`src/rtl/cuckoo_pkg.sv`:
```
// Shared types and constants for the cuckoo clock: strike sequencer states,
// time-of-day digit limits and the 24h -> 12h strike-count conversion.
package cuckoo_pkg;

  typedef enum logic [1:0] {
    ST_IDLE = 2'd0,
    ST_ON   = 2'd1,
    ST_OFF  = 2'd2
  } strike_state_t;

  localparam int unsigned SEC_MAX = 59;
  localparam int unsigned MIN_MAX = 59;
  localparam int unsigned HR_MAX  = 23;
  localparam int unsigned NOON    = 12;

  // Midnight and noon both strike twelve times.
  function automatic logic [3:0] to_12h(input logic [4:0] hr);
    logic [3:0] n;
    if (hr == 5'd0) begin
      n = 4'(NOON);
    end else if (hr > 5'(NOON)) begin
      n = 4'(hr - 5'(NOON));
    end else begin
      n = hr[3:0];
    end
    return n;
  endfunction

endpackage

```
`src/rtl/bcd_mod60_counter.sv`:
```
// Two-digit BCD counter 00..LIMIT with enable and synchronous clear.
// carry flags the enabled cycle on which the counter wraps back to 00.
module bcd_mod60_counter
  import cuckoo_pkg::*;
#(
  parameter int unsigned LIMIT = SEC_MAX
) (
  input  logic       clk,
  input  logic       reset,
  input  logic       en,
  input  logic       clr,
  output logic [2:0] tens,
  output logic [3:0] units,
  output logic       carry
);

  localparam logic [2:0] TENS_MAX  = 3'(LIMIT / 10);
  localparam logic [3:0] UNITS_MAX = 4'(LIMIT % 10);

  logic at_max;

  assign at_max = (tens == TENS_MAX) && (units == UNITS_MAX);
  assign carry  = en && at_max && !clr;

  always_ff @(posedge clk or posedge reset) begin
    if (reset) begin
      tens  <= 3'd0;
      units <= 4'd0;
    end else if (clr) begin
      tens  <= 3'd0;
      units <= 4'd0;
    end else if (en) begin
      if (at_max) begin
        tens  <= 3'd0;
        units <= 4'd0;
      end else if (units == 4'd9) begin
        tens  <= tens + 3'd1;
        units <= 4'd0;
      end else begin
        units <= units + 4'd1;
      end
    end
  end

endmodule

```
`src/rtl/cuckoo_timekeeper.sv`:
```
// 24-hour BCD time of day with manual setting, plus an hourly strike
// sequencer that pulses cuckoo once per hour in 12-hour count.
module cuckoo_timekeeper
  import cuckoo_pkg::*;
#(
  parameter int unsigned STRIKE_ON  = 1,
  parameter int unsigned STRIKE_OFF = 1
) (
  input  logic       clk,
  input  logic       reset,
  input  logic       tick_1hz,
  input  logic       set_en,
  input  logic       inc_min,
  input  logic       inc_hr,
  output logic [2:0] sec_t,
  output logic [3:0] sec_u,
  output logic [2:0] min_t,
  output logic [3:0] min_u,
  output logic [1:0] hr_t,
  output logic [3:0] hr_u,
  output logic       cuckoo,
  output logic       strike_busy
);

  localparam logic [3:0] ON_LAST  = 4'(STRIKE_ON - 1);
  localparam logic [3:0] OFF_LAST = 4'(STRIKE_OFF - 1);

  logic run_tick, set_min, set_hr;
  logic sec_carry, min_carry, min_en;
  logic hour_event, hr_inc;

  assign run_tick = tick_1hz && !set_en;
  assign set_min  = set_en && inc_min;
  assign set_hr   = set_en && inc_hr;

  bcd_mod60_counter #(.LIMIT(SEC_MAX)) u_sec (
    .clk   (clk),
    .reset (reset),
    .en    (run_tick),
    .clr   (set_min),
    .tens  (sec_t),
    .units (sec_u),
    .carry (sec_carry)
  );

  assign min_en = sec_carry || set_min;

  bcd_mod60_counter #(.LIMIT(MIN_MAX)) u_min (
    .clk   (clk),
    .reset (reset),
    .en    (min_en),
    .clr   (1'b0),
    .tens  (min_t),
    .units (min_u),
    .carry (min_carry)
  );

  // A minute wrap only reaches the hours when it came from a run-mode tick.
  assign hour_event = min_carry && !set_en;
  assign hr_inc     = hour_event || set_hr;

  logic [4:0] hr_bin, hr_bin_next;
  logic       hr_at_max;
  logic [1:0] hr_t_next;
  logic [3:0] hr_u_next;
  logic [3:0] strike_n;

  assign hr_bin      = 5'(hr_t) * 5'd10 + 5'(hr_u);
  assign hr_at_max   = (hr_bin == 5'(HR_MAX));
  assign hr_bin_next = hr_at_max ? 5'd0 : hr_bin + 5'd1;
  assign strike_n    = to_12h(hr_bin_next);

  always_comb begin
    hr_t_next = hr_t;
    hr_u_next = hr_u + 4'd1;
    if (hr_at_max) begin
      hr_t_next = 2'd0;
      hr_u_next = 4'd0;
    end else if (hr_u == 4'd9) begin
      hr_t_next = hr_t + 2'd1;
      hr_u_next = 4'd0;
    end
  end

  always_ff @(posedge clk or posedge reset) begin
    if (reset) begin
      hr_t <= 2'd0;
      hr_u <= 4'd0;
    end else if (hr_inc) begin
      hr_t <= hr_t_next;
      hr_u <= hr_u_next;
    end
  end

  // Strike sequencer
  strike_state_t state, state_next;
  logic [3:0]    left, left_next;
  logic [3:0]    phase, phase_next;
  logic          set_en_q, set_rise;

  assign set_rise = set_en && !set_en_q;

  always_comb begin
    state_next = state;
    left_next  = left;
    phase_next = phase;
    if (set_rise) begin
      state_next = ST_IDLE;
      left_next  = 4'd0;
      phase_next = 4'd0;
    end else if (hour_event) begin
      state_next = ST_ON;
      left_next  = strike_n - 4'd1;
      phase_next = 4'd0;
    end else if (tick_1hz) begin
      case (state)
        ST_ON: begin
          if (phase == ON_LAST) begin
            phase_next = 4'd0;
            state_next = (left == 4'd0) ? ST_IDLE : ST_OFF;
          end else begin
            phase_next = phase + 4'd1;
          end
        end
        ST_OFF: begin
          if (phase == OFF_LAST) begin
            phase_next = 4'd0;
            state_next = ST_ON;
            left_next  = left - 4'd1;
          end else begin
            phase_next = phase + 4'd1;
          end
        end
        default: begin
          phase_next = phase;
        end
      endcase
    end
  end

  // Outputs come from their own flops so they are glitch-free.
  always_ff @(posedge clk or posedge reset) begin
    if (reset) begin
      state       <= ST_IDLE;
      left        <= 4'd0;
      phase       <= 4'd0;
      set_en_q    <= 1'b0;
      cuckoo      <= 1'b0;
      strike_busy <= 1'b0;
    end else begin
      state       <= state_next;
      left        <= left_next;
      phase       <= phase_next;
      set_en_q    <= set_en;
      cuckoo      <= (state_next == ST_ON);
      strike_busy <= (state_next != ST_IDLE);
    end
  end

endmodule
```
`config.mk`:
```
export PLATFORM = sky130hd
export DESIGN_NAME = cuckoo_timekeeper
export DESIGN_NICKNAME = d
export VERILOG_FILES = /design/src/rtl/cuckoo_pkg.sv /design/src/rtl/bcd_mod60_counter.sv /design/src/rtl/cuckoo_timekeeper.sv
export SDC_FILE = /design/constraint.sdc
export NUM_CORES = 1
export LEC_CHECK = 0
export ABC_AREA = 1
export BUFFER_PORTS_ARGS = -buffer_cell sky130_fd_sc_hd__clkbuf_2
export CAP_MARGIN = 20
export CORE_MARGIN = 4
export CORE_UTILIZATION = 52
export DETAILED_ROUTE_END_ITERATION = 7
export PLACE_DENSITY = 0.8
export SYNTH_ARGS = -nofsm -noshare
export SYNTH_HDL_FRONTEND = slang
export SYNTH_SLANG_ARGS = --single-unit
```
`constraint.sdc`:
```
create_clock -name clk -period 2.4 [get_ports clk]
set_input_delay 0.12 -clock clk [delete_from_list [all_inputs] [get_ports clk]]
set_output_delay 0.12 -clock clk [all_outputs]
set_load 0.1 [all_outputs]
```
==> summary.txt, run 1 <==
Status
  • Status: finished, violations left
  • Violated checks: setup timing

STA
  • Setup ws final: -0.294 ns
  • Max Clk Rate: 0.371 GHz
  • Max-Slew Margin vs Limit: 0.638
  • RSZ-0062 raised after global routing: yes
  • Fin crit period: 2.69 ns
  • Final setup vio count: 4
  • Crit share post-route: 1.12
  • Final Hold Viols: 0
  • Actual slew at the worst max-slew pin: 0.545 ns
  • Final Max Tran Viols: 0
  • Clk_skew: 0.0122 ns

Die
  • I/O pin count: 28
  • # rows: 23
  • Die area: 5370 sq um
  • Die Y: 73.3 microns
  • Initial Util: 0.546
  • Core Area: 4060 sq um
  • Die W: 73.3 microns

Route
  • Final wirelength: 4970 microns
  • Vias per inst: 5.21
  • Antenna Nets Post-Route: 0
  • Drt drc: 0
  • Via count: 1,974
  • TritonRoute pass-1 iters: 4
  • DRT iter0 DRCs: 93
  • Avg WL per Cell: 13.1 microns

CTS
  • TritonCTS buffer count: 5
  • H-tree depth: 2
  • Clk sinks: 33
  • Worst-Skew Late Latency: 0.29 ns
  • Clk buf depth: 2
  • Clk pin slew, worst setup/hold paths: 0.07 ns
  • CTS tree: yes
  • Root Driver: clkbuf_8

Synth
  • Post-synthesis simple-gate area fraction: 0.275
  • Synth warn: 0
  • Number of synthesized register bits: 33
  • Post-synthesis xor/xnor area fraction: 0.0277
  • Synthesized-area fraction occupied by adder cells: 0.122
  • Largest family of logic cells by synthesized area: simple AND/OR/NAND/NOR gates
  • Cells after Synth: 273
  • Mux contribution to synthesized area: 0
  • Synth unique cells: 35
  • Mapped Area: 2210 sq um
  • Seq/Total Area, Yosys: 0.373
  • Synth Net Count: 300
  • Avg Inst Size Synth: 8.11 sq um
  • Compound-Gate Fraction of Synth Area: 0.112

Worst setup path
  • Crit-path slowest cell: fa_2
  • Critical Path RT: 2.58 ns
  • Delay-heaviest family, CP: adder cells
  • Setup slack, reg-to-reg: -0.29 ns
  • Crit path max fanout: 4
  • R2R Path Start: hr_u[1]
  • Crit path kind: reg -> reg
  • CP cell instances: ha_4, fa_2, nand3_2, xor2_1, inv_1, nand2_4, inv_2, ha_2, a21oi_2, nand3_2, nand3_1, nand2_2, a21oi_2, nand2_1, nand3_1, nand2_1
  • Startpoint Class: register
  • R2R Path End: left[3]
  • Worst path arrival time: 2.87 ns
  • Buf/Inv on CP: 2
  • Worst Setup End Kind: register
  • Crit-path max cell delay: 0.56 ns
  • Worst reg2reg path depth: 16

Final layout
  • Post-layout nets: 356
  • Multi-input combinational cell area: 1340 sq um
  • FF+latch area: 838 sq um
  • Fillers: 322
  • Antenna fix cells: 0
  • Area growth syn-to-layout: 27.5%
  • Design area: 2820 sq um
  • Layout cells sized above 1: 0.343

Placement
  • Area post-placement: 2570 sq um
  • Routability cong.: 0.830
  • Port Buffer Count: 27
  • Detailed placement HPWL: 3650 microns

GRT
  • Vias in the first global route: 1,959
  • Grt total ovfl: 0
  • First-pass GRT wire length: 8560 microns
  • Largest net degree at the start of global routing: 24
  • GRT Util Overall: 0.208
  • Initial antenna violation count: 0

Hold path
  • Hold path depth: 1
  • Worst hold endpoint: set_en_q
  • Worst min-delay path category: in -> reg
  • Min-delay src: set_en

Job
  • Max Cap Viol: 0
==> cells by family after synthesis <==
| kind of cell | after synthesis |
|---|---|
| simple gates | 118 |
| buf+inv | 52 |
| compound gates | 42 |
| flops | 33 |
| fa+ha+maj | 21 |
| xor+xnor | 7 |
==> registers in the layout (all words and copies together) (netlist names) <==
register	cells
hr_t	2
hr_u	4
u_sec.units	4
phase	4
cuckoo	1
u_min.tens	3
u_min.units	4
set_en_q	1
strike_busy	1
left	4
state	2
u_sec.tens	3
==> layout make-up <==
| type | instances | share of cell area |
|---|---|---|
| clock buffers | 6 | 0.0257 |
| clock inverters | 1 | 0.00177 |
| inverters | 52 | 0.0709 |
| multi-input cells | 188 | 0.475 |
| flip-flops and latches | 33 | 0.297 |
| well taps | 50 | 0.0222 |
| repair buffers | 49 | 0.107 |
==> how the worst max path moves through the flow <==
stage / startpoint / endpoint / slack, ns / cells past startpoint
2_1_floorplan: hr_u[1] / left[2] / -0.39 / 17
5_1_grt: hr_u[1] / left[3] / -0.44 / 17
4_1_cts: hr_u[1] / left[3] / -0.23 / 18
3_3_place_gp: hr_u[1] / left[2] / -0.17 / 16
6_report: hr_u[1] / left[3] / -0.29 / 16
3_5_place_dp: hr_u[1] / left[2] / -0.27 / 17
==> Yosys cell counts <==
library cell | n | area, sq um
o32ai_1 | 1 | 8.76
nand4_1 | 5 | 31.3
nand3_2 | 2 | 20.0
nand3b_1 | 1 | 7.51
nor2_2 | 5 | 31.3
ha_1 | 20 | 250
a21oi_1 | 14 | 70.1
xor2_1 | 6 | 52.6
dfrtp_1 | 33 | 826
and3_1 | 2 | 12.5
nand3_4 | 1 | 17.5
xnor2_1 | 1 | 8.76
inv_1 | 48 | 180
nand2_1 | 45 | 169
nand2_2 | 2 | 12.5
or2_2 | 2 | 12.5
o21ai_0 | 15 | 75.1
nor3_2 | 1 | 10.0
o21ai_4 | 1 | 16.3
nor2_4 | 2 | 22.5
nor4_1 | 1 | 6.26
o22ai_1 | 1 | 6.26
clkinv_4 | 1 | 8.76
nand3b_4 | 1 | 20.0
fa_1 | 1 | 20.0
o21a_1 | 2 | 15.0
nand2_4 | 2 | 22.5
a21oi_2 | 1 | 8.76
nand3_1 | 26 | 130
nor3_1 | 6 | 30.0
o21ai_1 | 3 | 15.0
nor2_1 | 14 | 52.6
o211ai_1 | 1 | 7.51
o21ai_2 | 3 | 26.3
inv_2 | 3 | 11.3
==> worst reg2reg max path, stage by stage, from the launching register on <==
cell     delay, ns
dfrtp_4       0.49
ha_4          0.17
fa_2          0.56
nand3_2       0.08
xor2_1        0.13
inv_1         0.10
nand2_4       0.10
inv_2         0.05
ha_2          0.16
a21oi_2       0.13
nand3_2       0.09
nand3_1       0.10
nand2_2       0.12
a21oi_2       0.14
nand2_1       0.05
nand3_1       0.06
nand2_1       0.05
==> metal layers <==
| metal | global-route usage | part of all wire | vias to the layer above |
|---|---|---|---|
| li1 | - | - | 1001 |
| met2 | 0.357 | 0.51 | 48 |
| met1 | 0.249 | 0.43 | 917 |
| met4 | 0.0820 | 0.018 | 0 |
| met3 | 0.0492 | 0.042 | 8 |
| met5 | 0 | 0 | - |
==> placed cells by master, fill, tap and decap left out, types with 2 or more instances in the layout <==
cell / instances
dfrtp_1: 27
nand2_4: 3
nand3_4: 2
o21ai_2: 6
dfrtp_4: 2
nand3_2: 6
dfrtp_2: 4
nand2_1: 41
nor2_2: 6
nand2_2: 5
nor3_1: 6
and3_1: 2
o21a_1: 2
nor2_4: 2
xor2_1: 6
inv_1: 45
clkbuf_8: 5
nand3_1: 21
o21ai_0: 13
inv_2: 6
ha_1: 15
nor2_1: 13
or2_2: 2
a21oi_2: 3
o21ai_1: 2
ha_4: 4
nand4_1: 5
clkbuf_2: 27
buf_4: 21
a21oi_1: 11
==> metrics by stage <==
step                      setup WS, ns   util  hold slack (ns)  cells  TNS, ns
after floorplan                 -0.394      -            0.151    273    -1.21
after global placement          -0.172  0.634            0.108    366   -0.478
after detailed placement        -0.274  0.634            0.123    366   -0.866
after CTS                       -0.225  0.683           0.0130    378   -0.658
after global routing            -0.440  0.696           0.0184    379    -1.43
final                           -0.294  0.696           0.0184    379   -0.856
==> timing repair <==
action                                  4_1_cts  5_1_grt
endpoints found under the hold margin        10        0
gates resized for setup                      17       11
hold buffers                                  1        0
endpoints found under the setup margin        4        6
setup buffers                                 4        1
cloned                                        0        0
pin swaps                                     4        4
Power of run 1 is not shown: default switching activity piles up to over one toggle a cycle in this logic, so the estimate is an artifact.
==> run 2, diff against run 1 <==
--- a/config.mk
+++ b/config.mk
@@ -12,6 +12,7 @@
 export CORE_UTILIZATION = 52
 export DETAILED_ROUTE_END_ITERATION = 7
 export PLACE_DENSITY = 0.8
+export REMOVE_ABC_BUFFERS = 1
 export SYNTH_ARGS = -nofsm -noshare
 export SYNTH_HDL_FRONTEND = slang
 export SYNTH_SLANG_ARGS = --single-unit
==> run 2 against run 1 <==
First-iteration DRC count decreased by 39%. Clock skew decreased by 0.0085 ns. Critical endpoint unchanged. The flow still finishes with violations (setup timing). Die area unchanged. Design area increased by 1.9%. Maximum frequency decreased by 0.49%. Flip-flop and latch count unchanged. Worst hold slack improved by 0.014 ns.
==> summary.txt, run 2 (synthesis results as in run 1) <==
Worst setup path
  • Worst Setup End Kind: register
  • Buf/Inv on CP: 3
  • Delay-heaviest family, CP: adder cells
  • CP cell instances: ha_2, fa_2, nand3_2, xor2_1, inv_1, nand2_2, ha_4, nand2_2, inv_2, nand3_4, buf_6, nand2_4, nor2_4, nand2_2, nand2_1, nand2_1, nand2_1, nand3_1, nand2_1
  • Crit path kind: reg -> reg
  • Worst path arrival time: 2.88 ns
  • Crit-path slowest cell: fa_2
  • Critical Path RT: 2.58 ns
  • Crit-path max cell delay: 0.56 ns
  • Startpoint Class: register
  • Crit path max fanout: 4
  • Most frequent CP cell: nand2_1

STA
  • Max-Slew Margin vs Limit: 0.637
  • Clk_skew: 0.00370 ns
  • Setup ws final: -0.307 ns
  • Setup TNS: -1.16 ns
  • Final setup vio count: 4
  • Crit share post-route: 1.13
  • Actual slew at the worst max-slew pin: 0.546 ns
  • RSZ-0062 raised after global routing: yes
  • Max Clk Rate: 0.369 GHz
  • Final Hold Viols: 0
  • Final Max Tran Viols: 0
  • Fin crit period: 2.71 ns

Route
  • Avg WL per Cell: 13.2 microns
  • DRT iter0 DRCs: 57
  • Vias per inst: 5.25
  • Antenna Nets Post-Route: 0
  • Final wirelength: 5120 microns
  • Drt drc: 0
  • TritonRoute pass-1 iters: 4
  • Via count: 2,042

CTS
  • Root Driver: clkbuf_8
  • Clk pin slew, worst setup/hold paths: 0.07 ns
  • H-tree depth: 2
  • Clk sinks: 33
  • Worst-Skew Late Latency: 0.29 ns
  • Clk buf depth: 2
  • CTS tree: yes
  • TritonCTS buffer count: 5

GRT
  • Largest net degree at the start of global routing: 34
  • Grt total ovfl: 0
  • First-pass GRT wire length: 8580 microns
  • Initial antenna violation count: 0
  • GRT Util Overall: 0.206
  • Vias in the first global route: 2,047

Placement
  • Routability cong.: 0.833
  • Dpl ws: -0.287 ns
  • Detailed placement HPWL: 3470 microns
  • Area post-placement: 2550 sq um
  • Port Buffer Count: 27

Die
  • I/O pin count: 28
  • Core Area: 4060 sq um
  • # rows: 23
  • Die Y: 73.3 microns
  • Die W: 73.3 microns
  • Die area: 5370 sq um
  • Initial Util: 0.546

Final layout
  • Fillers: 317
  • Area growth syn-to-layout: 29.9%
  • Design area: 2880 sq um
  • Post-layout nets: 365
  • Most common library cell in the layout ignoring fill and taps: inv_1
  • Post-layout util: 0.709
  • Antenna fix cells: 0
  • Commonest non-fill, non-tap cells in the layout: inv_1, nand2_1, dfrtp_1
  • Layout cells sized above 1: 0.339

Status
  • Status: finished, violations left
  • Violated checks: setup timing

Job
  • Max Cap Viol: 0

Hold path
  • Worst min-delay path category: in -> reg
==> run 2: changes by cell type in the layout (fill, tap and decap cells not counted), moves of 2 or more <==
cell / change
dfrtp_2: -4
buf_4: +8
o21ai_2: -2
ha_4: -2
dfrtp_1: +6
nand3_2: +2
dfrtp_4: -2
clkbuf_8: +2
nand3_1: -2
==> run 2: path summary, 6_finish.rpt <==
path	start	endpoint	slack [ns]	depth (start not counted)
max	hr_t[0]	left[3]	-0.31	19
min	set_en	set_en_q	0.03	1
max reg2reg	hr_t[0]	left[3]	-0.31	19
min reg2reg	u_sec.tens[2]	u_sec.tens[2]	0.51	1
max in group asynchronous	reset	strike_busy	1.63	4
min in group asynchronous	reset	hr_u[2]	0.47	4
==> run 2: area by class of cell <==
class | instances | area [sq um] | area share
multi-input combinational | 188 | 1310 | 0.457
sequential | 33 | 826 | 0.287
timing repair buffer | 58 | 374 | 0.130
inverter | 52 | 200 | 0.0696
clock buffer | 7 | 96.3 | 0.0335
tap | 50 | 62.6 | 0.0217
clock inverter | 1 | 5.00 | 0.00174
==> run 2: metal layers <==
layer  vias to the layer above  global-route usage  share of wire
li1                       1021                   -              -
met1                       969               0.238           0.41
met2                        40               0.368           0.53
met3                        12              0.0438          0.038
met4                         0              0.0840          0.025
met5                         -                   0              0
==> run 2: per-stage QoR <==
stage          std cells  hold WS [ns]
2_1_floorplan        273         0.151
3_3_place_gp         368         0.208
3_5_place_dp         368         0.213
4_1_cts              388        0.0158
5_1_grt              389        0.0204
6_report             389        0.0324
==> run 2: repair_timing <==
item,4_1_cts,5_1_grt
endpoints found under the hold margin,33,0
endpoints found under the setup margin,4,6
pin swaps,20,9
buffers inserted,11,1
gates cloned,0,0
resized for setup,22,8
hold buffers,1,0
Power of run 2 is left out for the same reason.
==> run 3, diff against run 2 <==
--- a/config.mk
+++ b/config.mk
@@ -9,10 +9,12 @@
 export BUFFER_PORTS_ARGS = -buffer_cell sky130_fd_sc_hd__clkbuf_2
 export CAP_MARGIN = 20
 export CORE_MARGIN = 4
-export CORE_UTILIZATION = 52
+export CORE_UTILIZATION = 53
+export CTS_CLUSTER_DIAMETER = 50
 export DETAILED_ROUTE_END_ITERATION = 7
 export PLACE_DENSITY = 0.8
 export REMOVE_ABC_BUFFERS = 1
 export SYNTH_ARGS = -nofsm -noshare
 export SYNTH_HDL_FRONTEND = slang
+export SYNTH_HIERARCHICAL = 1
 export SYNTH_SLANG_ARGS = --single-unit
==> run 3 against run 2 <==
Critical path depth shrank 3. Flip-flop and latch count is the same. The run still ends with setup timing left. Critical endpoint unchanged. Worst setup slack gained 0.10 ns. Worst hold slack lost 0.0057 ns. Critical path type unchanged. Clock skew grew 0.0067 ns.
==> summary.txt, run 3 <==
Status
  • Status: finished, violations left
  • Violated checks: setup timing

Synth
  • Seq/Total Area, Yosys: 0.349
  • Post-synth EDFFs: 0
  • Asr flop ratio synth: 1.00
  • Mapped Area: 2370 sq um
  • Cells after Synth: 328
  • Number of synthesized register bits: 33
  • Top-count cell post-synth: nand2_1
  • Synth Flop Type: dfrtp_1
  • Leading post-synthesis cells by cell area: dfrtp_1, nand2_1, ha_1, inv_1, nand3_1
  • Avg Inst Size Synth: 7.22 sq um
  • Post-synth top area cell: dfrtp_1
  • Synth warn: 6
  • Synth unique cells: 27
  • Commonest cells post-synth: nand2_1, inv_1, dfrtp_1, nand3_1, nor2_1
  • Synth top area share: 0.349

Power
  • Power Dens Cells: 1480 nW/um^2
  • Switching share of power: 0.496
  • Register share of total power: 0.164
  • VDD IR max: 0.000821 V
  • Internal power: 0.00232 W
  • Comb pwr share: 0.719
  • Clock power share: 0.117
  • LEAKAGE: 1.68 nW
  • P_sw: 0.00228 W

Final layout
  • Fillers: 311
  • Antenna fix cells: 0
  • Most common library cell in the layout ignoring fill and taps: nand2_1
  • Area growth syn-to-layout: 31.6%
  • Non-Filler Instances: 448
  • Post-layout nets: 424
  • Layout cells sized above 1: 0.311
  • Commonest non-fill, non-tap cells in the layout: nand2_1, inv_1, dfrtp_1

STA
  • Actual slew at the worst max-slew pin: 0.713 ns
  • Final setup vio count: 3
  • Crit share post-route: 1.09
  • Fin crit period: 2.61 ns
  • Final Hold Viols: 0
  • RSZ-0062 raised after global routing: yes
  • Max-Slew Margin vs Limit: 0.524
  • Setup ws final: -0.207 ns
  • Clk_skew: 0.0103 ns
  • Max Clk Rate: 0.384 GHz
  • Worst Hold Slack: 0.0267 ns
  • Final Max Tran Viols: 0

CTS
  • Clk sinks: 33
  • TritonCTS buffer count: 5
  • H-tree depth: 2
  • Worst-Skew Late Latency: 0.29 ns
  • CTS tree: yes
  • Clk pin slew, worst setup/hold paths: 0.07 ns
  • Root Driver: clkbuf_8
  • Clk buf depth: 2

Route
  • Drt drc: 0
  • Antenna Nets Post-Route: 0
  • Vias per inst: 5.13
  • DRT iter0 DRCs: 78
  • Final wirelength: 5480 microns
  • Avg WL per Cell: 12.2 microns
  • Via count: 2,300
  • TritonRoute pass-1 iters: 4

Job
  • Max Cap Viol: 0

GRT
  • GRT Util Overall: 0.209
  • Grt total ovfl: 0
  • Largest net degree at the start of global routing: 20
  • Initial antenna violation count: 0
  • Vias in the first global route: 2,157
  • First-pass GRT wire length: 9130 microns

Die
  • Die Y: 74.8 microns
  • Initial Util: 0.547
  • # rows: 24
  • I/O pin count: 28
  • Core Area: 4320 sq um
  • Die area: 5600 sq um
  • Die W: 74.8 microns

Worst setup path
  • Worst path arrival time: 2.79 ns
  • Crit-path slowest cell: fa_2
  • Most frequent CP cell: nand2_2
  • Critical Path RT: 2.58 ns
  • Worst Setup End Kind: register
  • Crit-path max cell delay: 0.57 ns
  • CP cell instances: ha_2, fa_2, nand2_2, nor2_4, nand3_4, nand2_4, inv_2, ha_4, a21oi_4, nand3_4, nand3_2, nand2_2, a21oi_1, nand2_2, nand3_2, nand2_1
  • Startpoint Class: register
  • Delay-heaviest family, CP: adder cells
  • Crit path kind: reg -> reg
  • Crit path max fanout: 3
  • Buf/Inv on CP: 1

Placement
  • Port Buffer Count: 27
  • Placed instance count: 433
  • Detailed placement HPWL: 3860 microns
  • Routability cong.: 0.854

Hold path
  • Worst min-delay path category: in -> reg
## run 3: cell types whose count changed after synthesis, sizes merged, moves of 3 or more
cell   previous run  this run
nor2             21        34
inv              51        64
nand3            29        37
nand2            49        90
xor2              6         3
o21ai            22         9
a21oi            15        10
o22ai             1         4
## run 3: routing by layer
layer | global-route usage | wire length (microns)
met1 | 0.245 | 2290
met2 | 0.382 | 2830
met3 | 0.0427 | 222
met4 | 0.0613 | 131
met5 | 0 | 0
## run 3: final timing paths
kind / startpoint / to / slack [ns] / cells after the start
setup / recovery: hr_u[1] / left[3] / -0.21 / 16
hold / removal: set_en / set_en_q / 0.03 / 1
setup reg to reg: hr_u[1] / left[3] / -0.21 / 16
hold reg to reg: left[3] / left[3] / 0.52 / 2
max in group asynchronous: reset / cuckoo / 1.42 / 3
min in group asynchronous: reset / u_min/units[3] / 0.34 / 3
## run 3: cell type report
class | instances | area (sq um) | share of cell area
timing repair buffer | 59 | 385 | 0.124
tap | 52 | 65.1 | 0.0209
clock buffer | 7 | 86.3 | 0.0277
inverter | 66 | 250 | 0.0804
multi-input combinational | 230 | 1470 | 0.472
sequential | 33 | 826 | 0.265
clock inverter | 1 | 30.0 | 0.00964
## run 3: repair_timing
item                                   CTS  global route
pin swaps                               14            11
hold buffers                             1             0
resized for setup                       29            18
setup endpoints to repair                4             8
buffers inserted                         6             2
endpoints found under the hold margin   33             0
## run 3: kinds of logic after synthesis
family                     after synthesis  share of synthesized area
xor gates and xnor gates                 4                     0.0148
DFF                                     33                      0.349
adders and majority gates               23                      0.125
other                                    1                    0.00158
AOI/OAI and AO/OA                       25                     0.0592
buffers and inverters                   66                      0.106
and+or+nand+nor                        176                      0.345
## run 3: power groups by stage
| stage | clock network, W | registers [W] | logic [W] |
|---|---|---|---|
| after global routing | 0.000575 | 0.000769 | 0.00359 |
| after CTS | 0.000552 | 0.000749 | 0.00315 |
| after global placement | 0 | 0.000754 | 0.00240 |
| after floorplan | 0 | 0.00126 | 0.00129 |
| final | 0.000538 | 0.000752 | 0.00330 |
| after detailed placement | 0 | 0.000759 | 0.00248 |
## run 3: stage by stage
stage	area, sq um	setup TNS (ns)	total power [W]	utilization	setup slack [ns]
2_1_floorplan	2370	-6.61	0.00255	-	-0.812
3_3_place_gp	2760	-0.408	0.00315	0.638	-0.157
3_5_place_dp	2760	-0.700	0.00324	0.638	-0.251
4_1_cts	3040	-0.414	0.00445	0.704	-0.148
5_1_grt	3110	-0.948	0.00494	0.720	-0.350
6_report	3110	-0.513	0.00459	0.720	-0.207
No activity file was read; power rests on OpenSTA's default activity.
